### src/rtl/uart_alu_pkg.sv
// Shared constants and types for the UART-fed adder datapath.
package uart_alu_pkg;

    localparam int BYTE_W = 8;

    typedef enum logic [1:0] {
        COLLECT_A = 2'd0,
        COLLECT_B = 2'd1,
        HOLD      = 2'd2
    } pack_state_e;

    // Width of a counter that indexes n items; never narrower than one bit.
    function automatic int cnt_width(input int n);
        return (n > 1) ? $clog2(n) : 1;
    endfunction

endpackage

### src/rtl/idle_timer.sv
// Mid-frame idle watchdog: counts enabled, non-cleared cycles and flags the
// cycle on which the count reaches TIMEOUT_CYCLES_P-1.
module idle_timer #(
    parameter int TIMEOUT_CYCLES_P = 1000
) (
    input  logic clk_i,
    input  logic reset_ni,
    input  logic clear,
    input  logic enable,
    output logic expire
);

    localparam int CW = $clog2(TIMEOUT_CYCLES_P + 1);
    localparam logic [CW-1:0] LAST = CW'(TIMEOUT_CYCLES_P - 1);

    logic [CW-1:0] count_q;

    // A clear in the same cycle masks expiry, so a late byte always wins.
    assign expire = enable & ~clear & (count_q == LAST);

    // NOTE: sequential state is written with non-blocking assignments only,
    // so every flop samples the pre-edge values of its neighbours.
    always_ff @(posedge clk_i or negedge reset_ni) begin
        if (!reset_ni) begin
            count_q <= '0;
        end else if (clear || expire) begin
            count_q <= '0;
        end else if (enable) begin
            count_q <= count_q + 1'b1;
        end
    end

endmodule

### src/rtl/operand_pack.sv
// Packs the RX byte stream into little-endian operand pairs for the adder.
// Optional mid-frame timeout enabled by defining OPERAND_PACK_TIMEOUT_EN.
module operand_pack
    import uart_alu_pkg::*;
#(
    parameter int WIDTH_P          = 32,
    parameter int TIMEOUT_CYCLES_P = 1000
) (
    input  logic               clk_i,
    input  logic               reset_ni,
    input  logic               byte_valid_i,
    input  logic [BYTE_W-1:0]  byte_i,
    output logic               byte_ready_o,
    input  logic               ready_i,
    output logic               valid_o,
    output logic [WIDTH_P-1:0] operand_a_o,
    output logic [WIDTH_P-1:0] operand_b_o,
    output logic               frame_drop_o
);

    localparam int N     = WIDTH_P / BYTE_W;
    localparam int CNT_W = cnt_width(N);
    localparam logic [CNT_W-1:0] LAST = CNT_W'(N - 1);

    if (WIDTH_P < BYTE_W || (WIDTH_P % BYTE_W) != 0) begin : g_bad_width
        $error("operand_pack: WIDTH_P must be a positive multiple of 8");
    end
    if (TIMEOUT_CYCLES_P < 2) begin : g_bad_timeout
        $error("operand_pack: TIMEOUT_CYCLES_P must be at least 2");
    end

    pack_state_e        state_q, state_d;
    logic [CNT_W-1:0]   count_q, count_d;
    logic [WIDTH_P-1:0] a_q, b_q;
    logic               drop_q, drop_d;
    logic               accept;
    logic               last_byte;
    logic               expire;

    assign byte_ready_o = (state_q != HOLD);
    assign valid_o      = (state_q == HOLD);
    assign accept       = byte_valid_i & byte_ready_o;
    assign last_byte    = (count_q == LAST);
    assign operand_a_o  = a_q;
    assign operand_b_o  = b_q;
    assign frame_drop_o = drop_q;

`ifdef OPERAND_PACK_TIMEOUT_EN
    idle_timer #(
        .TIMEOUT_CYCLES_P(TIMEOUT_CYCLES_P)
    ) u_idle_timer (
        .clk_i   (clk_i),
        .reset_ni(reset_ni),
        .clear   (accept | (state_q == COLLECT_A && count_q == '0)),
        .enable  (state_q != HOLD),
        .expire  (expire)
    );
`else
    assign expire = 1'b0;
`endif

    // NOTE: every output of this block gets a default first, so no path
    // through the case can leave a value unassigned and infer a latch.
    always_comb begin
        state_d = state_q;
        count_d = count_q;
        drop_d  = 1'b0;
        unique case (state_q)
            COLLECT_A, COLLECT_B: begin
                if (accept) begin
                    if (last_byte) begin
                        state_d = (state_q == COLLECT_A) ? COLLECT_B : HOLD;
                        count_d = '0;
                    end else begin
                        count_d = count_q + 1'b1;
                    end
                end else if (expire) begin
                    state_d = COLLECT_A;
                    count_d = '0;
                    drop_d  = 1'b1;
                end
            end
            HOLD: begin
                if (ready_i) begin
                    state_d = COLLECT_A;
                    count_d = '0;
                end
            end
            default: begin
                state_d = COLLECT_A;
                count_d = '0;
            end
        endcase
    end

    always_ff @(posedge clk_i or negedge reset_ni) begin
        if (!reset_ni) begin
            state_q <= COLLECT_A;
            count_q <= '0;
            drop_q  <= 1'b0;
        end else begin
            state_q <= state_d;
            count_q <= count_d;
            drop_q  <= drop_d;
        end
    end

    // NOTE: the operand registers are reset on purpose: downstream sees
    // defined zeros after reset rather than stale partial-frame bytes.
    always_ff @(posedge clk_i or negedge reset_ni) begin
        if (!reset_ni) begin
            a_q <= '0;
            b_q <= '0;
        end else if (accept) begin
            for (int k = 0; k < N; k++) begin
                if (count_q == CNT_W'(k)) begin
                    if (state_q == COLLECT_A) begin
                        a_q[k*BYTE_W +: BYTE_W] <= byte_i;
                    end else begin
                        b_q[k*BYTE_W +: BYTE_W] <= byte_i;
                    end
                end
            end
        end
    end

endmodule
### config.mk
export PLATFORM = sky130hd
export DESIGN_NAME = operand_pack
export DESIGN_NICKNAME = d
export VERILOG_FILES = /design/src/rtl/uart_alu_pkg.sv /design/src/rtl/idle_timer.sv /design/src/rtl/operand_pack.sv
export SDC_FILE = /design/constraint.sdc
export NUM_CORES = 1
export LEC_CHECK = 0
export CORE_ASPECT_RATIO = 1.25
export CORE_MARGIN = 3
export CORE_UTILIZATION = 44
export CTS_BUF_LIST = sky130_fd_sc_hd__clkbuf_8
export CTS_CLUSTER_DIAMETER = 30
export DETAILED_ROUTE_END_ITERATION = 10
export PLACE_DENSITY = 0.78
export SLEW_MARGIN = 15
export SYNTH_ARGS = -nofsm -noshare
export SYNTH_HDL_FRONTEND = slang
export SYNTH_SLANG_ARGS = --single-unit
### constraint.sdc
create_clock -name clk_i -period 1.4 [get_ports clk_i]
set_input_delay 0.14 -clock clk_i [delete_from_list [all_inputs] [get_ports clk_i]]
set_output_delay 0.14 -clock clk_i [all_outputs]
set_load 0.01 [all_outputs]
==> run_results.csv <==
group,metric,value,unit
synth,synth.cell_area,2720,um^2
sta,fin_hold_ws,0.354,ns
cells_and_area,drive_above_1_share,45.8,%
detailed_routing,drtIter0Drc,62,
cells_and_area,seqCellArea,1710,um^2
global_route,grt.total_usage,18.7,%
critical_path,setup.worst_path.start,"count_q[0]",
global_route,grt_pass1_wl,10000,um
critical_path,crit_required,1.62,ns
cells_and_area,final_cell_mix,"dfrtp_1, dlymetal6s2s_1, mux2_2, mux2_4, dlygate4sd2_1",
synth,synth_area_leaders,"dfrtp_1, mux2_2, ha_1",
sta,finalHoldViolations,0,
cts,ctsHtreeMaxLevel,3,
cells_and_area,design_area,4420,um^2
synth,synth_ff_type,"dfrtp_1",
synth,synth-edff-count,0,
cells_and_area,multiInputGateArea,1140,um^2
detailed_routing,num_vias,1851,
sta,clock_skew,0.00349,ns
critical_path,reg2reg_from,"count_q[0]",
cts,cts_tree,"built",
detailed_routing,drc,0,
place,placedCellCount,344,
sta,setup_viol,63,
sta,finalCritPeriodShare,113,%
worst_hold_path,hold_path_class,"input port to async pin",
synth,synth_seq_cells,68,
sta,max_freq,0.632,GHz
cells_and_area,antenna_cells,0,
sta,layout_setup_ws,-0.183,ns
synth,synth_warnings,0,
power_and_ir_drop,p_per_area,2340,nW/um^2
cells_and_area,layout_commonest_cell,"dfrtp_1",
flow_run,cap_violations,0,
die,pin_count,79,
cts,clkLatencyLatePin,0.34,ns
detailed_routing,viasPerCell,5.06,
power_and_ir_drop,power_leakage,2.38,nW
critical_path,regToRegSetupSlack,-0.18,ns
detailed_routing,antenna_left,0,
cts,root_buffer,"clkbuf_8",
synth,synth_top_area_cell,"dfrtp_1",
synth,async_reset_ff_share,100,%
synth,ys_types,22,
synth,synth_top_area_share,62.6,%
cells_and_area,layoutNonFillerInstCount,366,
critical_path,cp-end-kind,"flip-flop",
die,dieHeight,93.9,um
critical_path,critPathKind,"flip-flop to flip-flop",
synth,ys_seq_area_share,62.6,%
die,rows,31,
synth,avgSynthCellArea,16.3,um^2
synth,synth_nets,183,
place,place_area,3800,um^2
cts,numCtsBuffers,9,
sta,period_needed,1.58,ns
detailed_routing,drtPass1Iterations,4,
place,gp_congestion,0.802,
place,hpwl,4480,um
cts,clock_sinks,68,
place,numPortBuffers,77,
critical_path,worst_setup_path_start_kind,"flip-flop",
cells_and_area,fill_cells,388,
synth,synthCells,167,
sta,maxSlewViolCount,0,
cts,clockBufferDepth,2,
global_route,antenna_found_initial,0,
power_and_ir_drop,peakVddDrop,1.33,mV
die,fp.coreArea,5900,um^2
global_route,grt_max_degree,69,
global_route,grt_pass1_vias,1908,
die,floorplan.initialDensity,46.1,%
detailed_routing,wl_per_cell,18.8,um
cts,clkTransAtPathRegs,0.07,ns
outcome,failed_checks,"negative setup slack",
die,die_area,7170,um^2
global_route,overflow,0,
cells_and_area,area_delta_synth_final,62.4,%
critical_path,ff2ff_path_depth,4,
cells_and_area,fin_nets,296,
critical_path,r2r_end,"operand_a_o[29]",
critical_path,critical_path.max_fanout,8,
outcome,status,"finished with violations",
die,die_w,76.3,um
detailed_routing,wirelength,6900,um
critical_path,worst-endpoint-arrival,1.80,ns
sta,rsz0062_at_grt,"true",
## how the worst max path moves through the flow
stage,to,slack (ns)
2_1_floorplan,operand_a_o[24],-0.07
6_report,operand_a_o[29],-0.18
4_1_cts,operand_a_o[11],-0.16
3_5_place_dp,operand_a_o[31],-0.30
3_3_place_gp,operand_a_o[25],-0.23
5_1_grt,operand_a_o[29],-0.24
## sequential cells by signal, indices dropped and copies added, names as in the netlist
register     count
operand_a_o     32
operand_b_o     32
count_q          2
state_q          2
## worst max-delay path, cell delays in order, from the launching register on
cell and delay, ns:
dfrtp_2 0.44, ha_2 0.24, nor4bb_4 0.24, buf_6 0.19
mux2_2 0.35
## cells in the mapped netlist, types with 2 or more instances
master / n
inv_1: 3
nor4bb_1: 2
ha_1: 4
nand3_2: 4
buf_4: 6
nor3b_1: 2
dfrtp_1: 68
mux2_2: 64
## kinds of logic (layout without fill, tap and decap cells)
kind of cell	after synthesis	in the layout	share of synthesized area (%)
AO/OA/AOI/OAI	5	5	1.43
adder cells (fa/ha/maj)	4	4	1.84
buffers and inverters	11	128	2.67
flip-flops	68	68	62.6
multiplexers	65	65	26.9
other	1	1	0.138
AND/OR/NAND/NOR	13	13	4.51
## final cells by class
cell class | instances | area share (%)
Inverter | 3 | 0.312
Tap cell | 82 | 2.32
Sequential cell | 68 | 38.6
Timing Repair Buffer | 110 | 27.1
Clock buffer | 9 | 2.80
Clock inverter | 6 | 3.12
Multi-Input combinational cell | 88 | 25.7
## per-layer routing
layer | GRT usage (%) | part of all wire, % | up-vias
li1 | - | - | 825
met1 | 21.5 | 40 | 957
met2 | 32.5 | 54 | 59
met3 | 5.09 | 4.2 | 10
met4 | 8.46 | 2.2 | 0
met5 | 0 | 0 | -
## stage by stage
stage / worst slack [ns] / util (%) / setup TNS (ns) / total power, mW
floorplan: -0.0713 / - / -1.81 / 5.37
global placement: -0.228 / 64.4 / -10.04 / 7.82
detailed placement: -0.303 / 64.4 / -12.83 / 7.96
CTS: -0.164 / 70.0 / -5.27 / 10.1
global route: -0.244 / 74.9 / -8.60 / 10.8
finish: -0.183 / 74.9 / -6.24 / 10.3
## repair_timing
item | in CTS | in global routing
setup buffers | 3 | 3
endpoints found under the setup margin | 73 | 104
endpoints found under the hold margin | 68 | 0
pin swaps | 3 | 1
resized for setup | 36 | 79
hold buffers | 1 | 0
## report_power, final
group | switching (mW) | internal, mW | total, mW
Combinational | 1.79 | 2.93 | 4.72
Sequential | 0.549 | 2.95 | 3.50
Clock | 0.757 | 1.36 | 2.12
(Power assumes the default switching activity.)
